### config.mk
export PLATFORM = sky130hd
export DESIGN_NAME = bcd_tick_counter
export DESIGN_NICKNAME = d
export VERILOG_FILES = /design/src/rtl/bcd_tick_counter.sv
export SDC_FILE = /design/constraint.sdc
export NUM_CORES = 1
export LEC_CHECK = 0
export BUFFER_PORTS_ARGS = -buffer_cell sky130_fd_sc_hd__buf_2
export CORE_MARGIN = 8
export CORE_UTILIZATION = 54
export CTS_BUF_LIST = sky130_fd_sc_hd__clkbuf_8
export CTS_CLUSTER_DIAMETER = 100
export DETAILED_ROUTE_END_ITERATION = 8
export GPL_TIMING_DRIVEN = 0
export PLACE_DENSITY = 0.93
export SETUP_SLACK_MARGIN = 0.05
export SYNTH_ARGS = -nofsm -noshare
export SYNTH_HDL_FRONTEND = slang
export SYNTH_SLANG_ARGS = --single-unit
### constraint.sdc
create_clock -name i_clk -period 3.2 [get_ports i_clk]
set_clock_uncertainty 0.2 [all_clocks]
set_input_delay 0.16 -clock i_clk [delete_from_list [all_inputs] [get_ports i_clk]]
set_output_delay 0.16 -clock i_clk [all_outputs]
set_load 0.01 [all_outputs]
### src/rtl/bcd_tick_counter.sv
// Two-digit BCD up/down counter advanced by rising edges of the divider's tick level.
// Supports start/stop, load, sync clear, wrap or saturate at the limits, and a terminal-count pulse.
module bcd_tick_counter #(
    parameter int MAX_COUNT = 99
) (
    input  logic       i_clk,
    input  logic       i_rst_n,
    input  logic       i_tick_in,
    input  logic       i_start,
    input  logic       i_stop,
    input  logic       i_up_down,
    input  logic       i_wrap_en,
    input  logic       i_clear,
    input  logic       i_load,
    input  logic [7:0] i_load_val,
    output logic [7:0] o_count_bcd,
    output logic       o_running,
    output logic       o_halted,
    output logic       o_tc
);

    localparam logic [3:0] MAX_TENS = 4'(MAX_COUNT / 10);
    localparam logic [3:0] MAX_ONES = 4'(MAX_COUNT % 10);
    localparam logic [7:0] MAX_BCD  = {MAX_TENS, MAX_ONES};

    typedef enum logic [1:0] {
        ST_STOPPED,
        ST_RUNNING,
        ST_HALTED
    } state_t;

    state_t     r_state;
    logic [3:0] r_tens;
    logic [3:0] r_ones;
    logic       r_tick_q;
    logic       r_tc;

    logic       w_tick_rise;
    logic       w_step;
    logic       w_at_max;
    logic       w_at_zero;
    logic       w_load_ok;
    logic [7:0] w_load_bcd;
    logic [7:0] w_up_bcd;
    logic [7:0] w_down_bcd;

    assign w_tick_rise = i_tick_in & ~r_tick_q;
    assign w_step      = (r_state == ST_RUNNING) & w_tick_rise & ~i_clear & ~i_load & ~i_stop;
    assign w_at_max    = ({r_tens, r_ones} == MAX_BCD);
    assign w_at_zero   = ({r_tens, r_ones} == 8'h00);

    // With both digits valid BCD, plain binary compare of the byte orders the same as decimal.
    assign w_load_ok   = (i_load_val[7:4] <= 4'd9) && (i_load_val[3:0] <= 4'd9) &&
                         (i_load_val <= MAX_BCD);
    assign w_load_bcd  = w_load_ok ? i_load_val : MAX_BCD;

    always_comb begin
        w_up_bcd   = {r_tens, r_ones};
        w_down_bcd = {r_tens, r_ones};
        if (r_ones == 4'd9) begin
            w_up_bcd = {r_tens + 4'd1, 4'd0};
        end else begin
            w_up_bcd = {r_tens, r_ones + 4'd1};
        end
        if (r_ones == 4'd0) begin
            w_down_bcd = {r_tens - 4'd1, 4'd9};
        end else begin
            w_down_bcd = {r_tens, r_ones - 4'd1};
        end
    end

    // tick_q resets high so a tick level already high at reset release is not seen as an edge.
    always_ff @(posedge i_clk or negedge i_rst_n) begin
        if (!i_rst_n) begin
            r_state  <= ST_STOPPED;
            r_tens   <= 4'd0;
            r_ones   <= 4'd0;
            r_tick_q <= 1'b1;
            r_tc     <= 1'b0;
        end else begin
            r_tick_q <= i_tick_in;
            r_tc     <= 1'b0;
            if (i_clear) begin
                r_tens <= 4'd0;
                r_ones <= 4'd0;
                if (r_state == ST_HALTED) r_state <= ST_STOPPED;
            end else if (i_load) begin
                r_tens <= w_load_bcd[7:4];
                r_ones <= w_load_bcd[3:0];
                if (r_state == ST_HALTED) r_state <= ST_STOPPED;
            end else if (i_stop) begin
                if (r_state == ST_RUNNING) r_state <= ST_STOPPED;
            end else begin
                if (i_start && (r_state == ST_STOPPED)) r_state <= ST_RUNNING;
                if (w_step) begin
                    if (i_up_down) begin
                        if (w_at_max) begin
                            r_tc <= 1'b1;
                            if (i_wrap_en) begin
                                r_tens <= 4'd0;
                                r_ones <= 4'd0;
                            end else begin
                                r_state <= ST_HALTED;
                            end
                        end else begin
                            r_tens <= w_up_bcd[7:4];
                            r_ones <= w_up_bcd[3:0];
                        end
                    end else begin
                        if (w_at_zero) begin
                            r_tc <= 1'b1;
                            if (i_wrap_en) begin
                                r_tens <= MAX_TENS;
                                r_ones <= MAX_ONES;
                            end else begin
                                r_state <= ST_HALTED;
                            end
                        end else begin
                            r_tens <= w_down_bcd[7:4];
                            r_ones <= w_down_bcd[3:0];
                        end
                    end
                end
            end
        end
    end

    assign o_count_bcd = {r_tens, r_ones};
    assign o_running   = (r_state == ST_RUNNING);
    assign o_halted    = (r_state == ST_HALTED);
    assign o_tc        = r_tc;

endmodule

==> flow_metrics.tcl, run 1 <==
set metrics [dict create \
    outcome "finished clean" \
    diodes 0 \
    tightest_slew_ns 0.5203 \
    synth-edff-count 0 \
    place_area_um2 1227 \
    seqPwrFrac_pct 36.0 \
    cts_tree "built" \
    min_period_ns 2.607 \
    grt_antenna_before_repair 0 \
    relSlewSlack_pct 64.82 \
    syn_area_um2 1069 \
    finalMaxSlewViolations 0 \
    synthXorXnorAreaFrac_pct 1.639 \
    fill_cells 168 \
    setup_viol 0 \
    cap_viol_max_count 0 \
    reg2reg_from "r_ones[0]$_DFFE_PN0P_" \
    grt_pass1_vias 1185 \
    period_share_pct 81.48 \
    nNetsFinal 191 \
    synth_compound_area_share_pct 27.17 \
    syn_to_final_growth_pct 25.64 \
    place_congestion 0.8828 \
    worstSkewPairLatency_ns 0.24 \
    initial_core_util_pct 55.60 \
    fin_setup_tns_ns 0 \
    seq_area_um2 301.5 \
    fp-row-count 16 \
    grt_first_pass_wirelength_um 4871 \
    max_freq_mhz 383.5 \
    p_leak_nw 0.6061 \
    routed_wl_um 3007 \
    cts_sinks 12 \
    cts-resized-gates 0 \
    async_flop_share_pct 100.0 \
    ys_ff_latch 12 \
    synth-main-ff-cell "dfrtp_1" \
    core-area_um2 1922 \
    grt_max_degree 13 \
    syn_area_per_cell_um2 8.157 \
    viasPerCell 5.969 \
    synthTopCellsByArea "dfrtp_1 26%, ha_1 8.2%, nor2_1 4.9%" \
    grt_overflow 0 \
    crit_start "r_ones[0]$_DFFE_PN0P_" \
    powerDensity_nw_per_um2 367.1 \
    yosys.area_share.simple_pct 24.47 \
    grt.total_usage_pct 17.56 \
    stdcell_area_um2 1343 \
    path_clk_slew_ns 0.05 \
    comb_power_share_pct 30.2 \
    ys_types 46 \
    cts_root_buf "clkbuf_8" \
    cts_buffer_depth 2 \
    drc_errors 0 \
    syn-num-nets 155 \
    r2r_cells 8 \
    die_w_um 60.49 \
    dp_hpwl_um 2235 \
    cp-start-kind "flop" \
    drt_iter0_drc 38 \
    wl_per_cell_um 15.58 \
    hold_start "i_load_val[0]" \
    boundaryPins 28 \
    die_area_um2 3658 \
    critical_path_class "flop to flop" \
    synthCells 131 \
    worst_ir_drop_vdd_mv 0.3262 \
    synth_top_family_by_area "compound AO/OA/AOI/OAI gates" \
    h-tree-depth 1 \
    multi_input_area_um2 701.9 \
    synth_warnings 0 \
    critPathCaptureType "flop" \
    synth_fa_ha_area_share_pct 8.197 \
    min_path_type "input port to flop" \
    cp.arrival_ns 2.55 \
    clockPowerShare_pct 33.8 \
    cp_max_fo 8 \
    yosysSeqAreaShare_pct 28.22 \
    drtAntennaViolNets 0 \
    fin_util_pct 69.86 \
    firstDrtPassIters 4 \
    internal_power_mw 0.3379 \
    muxShareOfSynthArea_pct 4.215 \
    fin_ws_ns 0.5925 \
    hold_viol_final 0 \
    p_switching_mw 0.1549 \
    dp.cells 183 \
    io_buffer_count 25 \
    postCtsSetupRepairBufs 0 \
    instances_no_fill 193 \
    rsz0062_at_grt "false" \
    die-height_um 60.49 \
    cts_buffers 3 \
    vias 1152 \
    worstPathRequired_ns 3.14 \
    yosysTopAreaCell "dfrtp_1" \
    place_ws_ns 0.6328 \
    p_sw_share_pct 31.44 \
    drive_gt1_share_pct 22.89 \
    whs_path_depth 3 \
    yosys.area.top_type_share_pct 25.76 \
]
synthesized netlist by cell type, types with 2 or more instances:
| master | instances |
|---|---|
| nand3b_1 | 2 |
| o31ai_1 | 2 |
| ha_1 | 7 |
| a211oi_1 | 2 |
| nor2b_1 | 2 |
| clkbuf_1 | 4 |
| a31oi_1 | 5 |
| inv_1 | 9 |
| o21ai_0 | 10 |
| o2bb2ai_1 | 2 |
| a21oi_1 | 4 |
| nand3_1 | 8 |
| nor3_1 | 2 |
| nand2b_1 | 2 |
| nand2_1 | 13 |
| xnor2_1 | 2 |
| nor2_1 | 14 |
| dfrtp_1 | 11 |
| mux2i_1 | 3 |
placed cells by master, fill, tap and decap left out, types with 2 or more instances in the layout:
| cell | netlist | layout |
|---|---|---|
| buf_2 | 1 | 26 |
| nor2_1 | 14 | 14 |
| nand2_1 | 13 | 13 |
| dfrtp_1 | 11 | 11 |
| o21ai_0 | 10 | 10 |
| inv_1 | 9 | 9 |
| nand3_1 | 8 | 8 |
| ha_1 | 7 | 7 |
| dlygate4sd3_1 | 0 | 6 |
| a31oi_1 | 5 | 5 |
| clkbuf_1 | 4 | 4 |
| a21oi_1 | 4 | 4 |
| clkbuf_8 | 0 | 4 |
| mux2i_1 | 3 | 3 |
| nor2b_1 | 2 | 2 |
| nand3b_1 | 2 | 2 |
| nand2b_1 | 2 | 2 |
| a211oi_1 | 2 | 2 |
| nor3_1 | 2 | 2 |
| o31ai_1 | 2 | 2 |
| xnor2_1 | 2 | 2 |
| o2bb2ai_1 | 2 | 2 |
stage by stage:
step / power (mW) / hold slack, ns
2_1_floorplan: 0.2723 / -0.3356
3_3_place_gp: 0.3121 / -0.1516
3_5_place_dp: 0.3198 / -0.1458
4_1_cts: 0.4934 / 0.03859
5_1_grt: 0.5184 / 0.05821
6_report: 0.4929 / 0.04128
final timing paths:
kind / slack [ns] / endpoint
setup / recovery: 0.59 / r_ones[0]$_DFFE_PN0P_
hold / removal: 0.04 / r_ones[0]$_DFFE_PN0P_
setup reg to reg: 0.59 / r_ones[0]$_DFFE_PN0P_
hold reg to reg: 0.38 / r_state[1]$_DFFE_PN0P_
max in group asynchronous: 2.38 / r_tick_q$_DFF_PN1_
min in group asynchronous: 0.14 / r_ones[2]$_DFFE_PN0P_
kinds of logic (layout without fill, tap and decap cells):
kind of cell | Yosys count | count (layout)
simple gates | 51 | 51
mux | 4 | 4
compound gates | 40 | 40
buf+inv | 15 | 50
fa+ha+maj | 7 | 7
xor+xnor | 2 | 2
flops | 12 | 12
power by group through the flow:
stage	registers [mW]	clock network, mW	logic, mW
finish	0.177	0.167	0.149
global route	0.180	0.175	0.164
CTS	0.177	0.169	0.147
detailed placement	0.180	0	0.140
global placement	0.178	0	0.134
floorplan	0.180	0	0.0919
per-layer routing:
layer	share of wire (%)	vias up	global-route usage, %
met5	0	-	0
met1	40	543	17.57
li1	-	551	-
met3	8.2	6	6.356
met2	51	52	32.62
met4	0.86	0	5.980
worst max-delay path, cell delays in order (launching register included):
cell	delay, ns
dfrtp_1	0.47
inv_1	0.09
ha_1	0.23
or4b_1	0.45
buf_2	0.18
o22a_4	0.28
o21ba_4	0.22
mux2i_1	0.12
a211oi_1	0.26
repair_timing:
item | 4_1_cts | 5_1_grt
setup endpoints to repair | 0 | 0
hold buffers | 6 | 0
endpoints found under the hold margin | 17 | 0
final cells by class:
class / count / area share (%)
buffer: 6 / 2.330
clock buffer: 4 / 4.101
inverter: 9 / 2.516
multi-input combinational: 104 / 52.28
sequential: 12 / 22.46
tap: 27 / 2.516
timing repair buffer: 31 / 13.79
sequential cells by signal (all words and copies together) (netlist names):
name	count
o_tc	1
r_tens	4
r_ones	4
r_state	2
r_tick_q	1
(Power assumes the default switching activity.)
==> run 2: changes to the inputs <==
CORE_UTILIZATION = 49   (was 54)
PLACE_DENSITY = 0.9   (was 0.93)
clock period = 2.2 ns   (was 3.2 ns; I/O delays follow)
==> run 2 against run 1 <==
- the flow now finishes with violations (negative setup slack)
- worst hold slack got worse by 0.035 ns
- critical endpoint is now r_ones[1]$_DFFE_PN0P_
- clock-buffer cell count fell by 1
- flip-flop and latch count did not move
- non-clock buffer count rose by 13
- cell count rose by 7.3%
- design area rose by 12%
- die area rose by 7.4%
- global-route usage fell by 1.0 points
- largest power group is now combinational logic
- critical path depth fell by 1
==> flow_metrics.tcl, run 2 (same netlist as run 1, synthesis figures left out) <==
set metrics [dict create \
    fp-row-count 17 \
    critical_path_class "flop to flop" \
    p_leak_nw 0.6726 \
    critPathCaptureType "flop" \
    cp.buffers_inverters 1 \
    tightest_slew_ns 0.5756 \
    grt_first_pass_wirelength_um 5430 \
    firstDrtPassIters 4 \
    relSlewSlack_pct 61.09 \
    cts_sinks 12 \
    worstPathCellList "inv_4, ha_4, or4b_4, o22a_4, o21ba_4, mux2_4, o21ai_2" \
    worst_ir_drop_vdd_mv 0.3362 \
    wl_per_cell_um 16.17 \
    crit_start "r_ones[1]$_DFFE_PN0P_" \
    syn_to_final_growth_pct 40.16 \
    period_share_pct 103.5 \
    fill_cells 158 \
    grt.total_usage_pct 16.54 \
    drtAntennaViolNets 0 \
    hold_viol_final 0 \
    seq_area_um2 306.5 \
    cap_viol_max_count 0 \
    cts_root_buf "clkbuf_8" \
    outcome "finished with violations" \
    die_area_um2 3931 \
    setup.worst_path.end "r_ones[1]$_DFFE_PN0P_" \
    cts_tree "built" \
    fin_util_pct 70.41 \
    powerDensity_nw_per_um2 496.4 \
    finalMaxSlewViolations 0 \
    grt_pass1_vias 1226 \
    worstSkewPairLatency_ns 0.25 \
    die-height_um 62.70 \
    h-tree-depth 1 \
    place_congestion 0.8426 \
    cp-start-kind "flop" \
    violations "negative setup slack" \
    final_cell_mix "25 x buf_2, 13 x nor2_1, 13 x nand2_1" \
    die_w_um 62.70 \
    cp_max_fo 5 \
    grt_max_degree 13 \
    fin_ws_ns -0.07667 \
    path_clk_slew_ns 0.06 \
    setup_viol 6 \
    initial_core_util_pct 50.24 \
    instances_no_fill 207 \
    vias 1230 \
    cts_buffer_depth 2 \
    worstPathRequired_ns 2.17 \
    multi_input_area_um2 747.0 \
    cts_buffers 3 \
    final_common_cell "buf_2" \
    viasPerCell 5.942 \
    min_period_ns 2.277 \
    cp_slowest_cell "or4b_4" \
    dp.cells 184 \
    core-area_um2 2127 \
    r2r_cells 7 \
    grt_overflow 0 \
    crit_family "compound AO/OA/AOI/OAI gates" \
    drt_iter0_drc 95 \
    drive_gt1_share_pct 36.87 \
    rsz0062_at_grt "true" \
    io_buffer_count 25 \
    max_freq_mhz 439.2 \
    boundaryPins 28 \
    drc_errors 0 \
    cp_slowest_stage_delay_ns 0.47 \
    diodes 0 \
    nNetsFinal 204 \
    r2r-end "r_ones[1]$_DFFE_PN0P_" \
    fin_setup_tns_ns -0.2108 \
    rrSetupSlack_ns -0.08 \
    dp_hpwl_um 2250 \
    top_regs "r_ones (4), r_tens (4), r_state (2)" \
    grt_antenna_before_repair 0 \
    cp.depth 7 \
    hold_start "i_stop" \
    cp.arrival_ns 2.25 \
    min_path_type "input port to flop" \
    reg2reg_from "r_ones[1]$_DFFE_PN0P_" \
    routed_wl_um 3348 \
]
run 2: worst min path at each step:
stage                                  end  depth (start not counted)
floorplan                   o_tc$_DFF_PN0_                          0
detailed placement          o_tc$_DFF_PN0_                          1
finish              r_state[0]$_DFFE_PN0P_                          5
global placement     r_ones[2]$_DFFE_PN0P_                          1
CTS                  r_ones[3]$_DFFE_PN0P_                          3
global route         r_tens[1]$_DFFE_PN0P_                          3
run 2: metrics by stage:
stage	power (mW)	hold WS [ns]	instance area [um^2]	setup slack, ns
2_1_floorplan	0.4043	-0.3856	1094	-0.1681
3_3_place_gp	0.4630	-0.2017	1254	-0.2189
3_5_place_dp	0.4724	-0.1960	1254	-0.2491
4_1_cts	0.7107	0.005205	1444	-0.08112
5_1_grt	0.7761	0.04398	1498	-0.1037
6_report	0.7435	0.006514	1498	-0.07667
run 2: cell type report:
type                       instances  area share [%]
clock buffer                       3           2.757
multi-input combinational        104           49.87
buffer                             5           1.838
sequential                        12           20.47
tap                               28           2.339
timing repair buffer              45           20.05
clock inverter                     1          0.2506
inverter                           9           2.423
run 2: layer usage:
metal | share of wire, % | GRT usage, % | vias up
li1 | - | - | 574
met5 | 0 | 0 | -
met2 | 48 | 27.55 | 69
met3 | 9.3 | 6.093 | 8
met1 | 41 | 18.01 | 579
met4 | 1.9 | 8.262 | 0
run 2: repair_timing:
action                                  CTS  global route
buffers inserted                          9             4
pin swaps                                 4             5
endpoints found under the hold margin    17             0
hold buffers                              7             0
resized for setup                         8             8
endpoints found under the setup margin   10            10
run 2: worst register-to-register path, delay by kind of cell, from the launching register on:
family	cells	cell delay, ns
DFF	1	0.42
muxes	1	0.31
and+or+nand+nor	1	0.47
AOI/OAI and AO/OA	3	0.59
adders and majority gates	1	0.13
buffers and inverters	1	0.07
run 2: power by group:
part	switching, mW	leakage (nW)	internal, mW
clock	0.0908	0.0269	0.123
sequential	0.0155	0.149	0.238
combinational	0.146	0.497	0.130
total	0.252	0.673	0.491
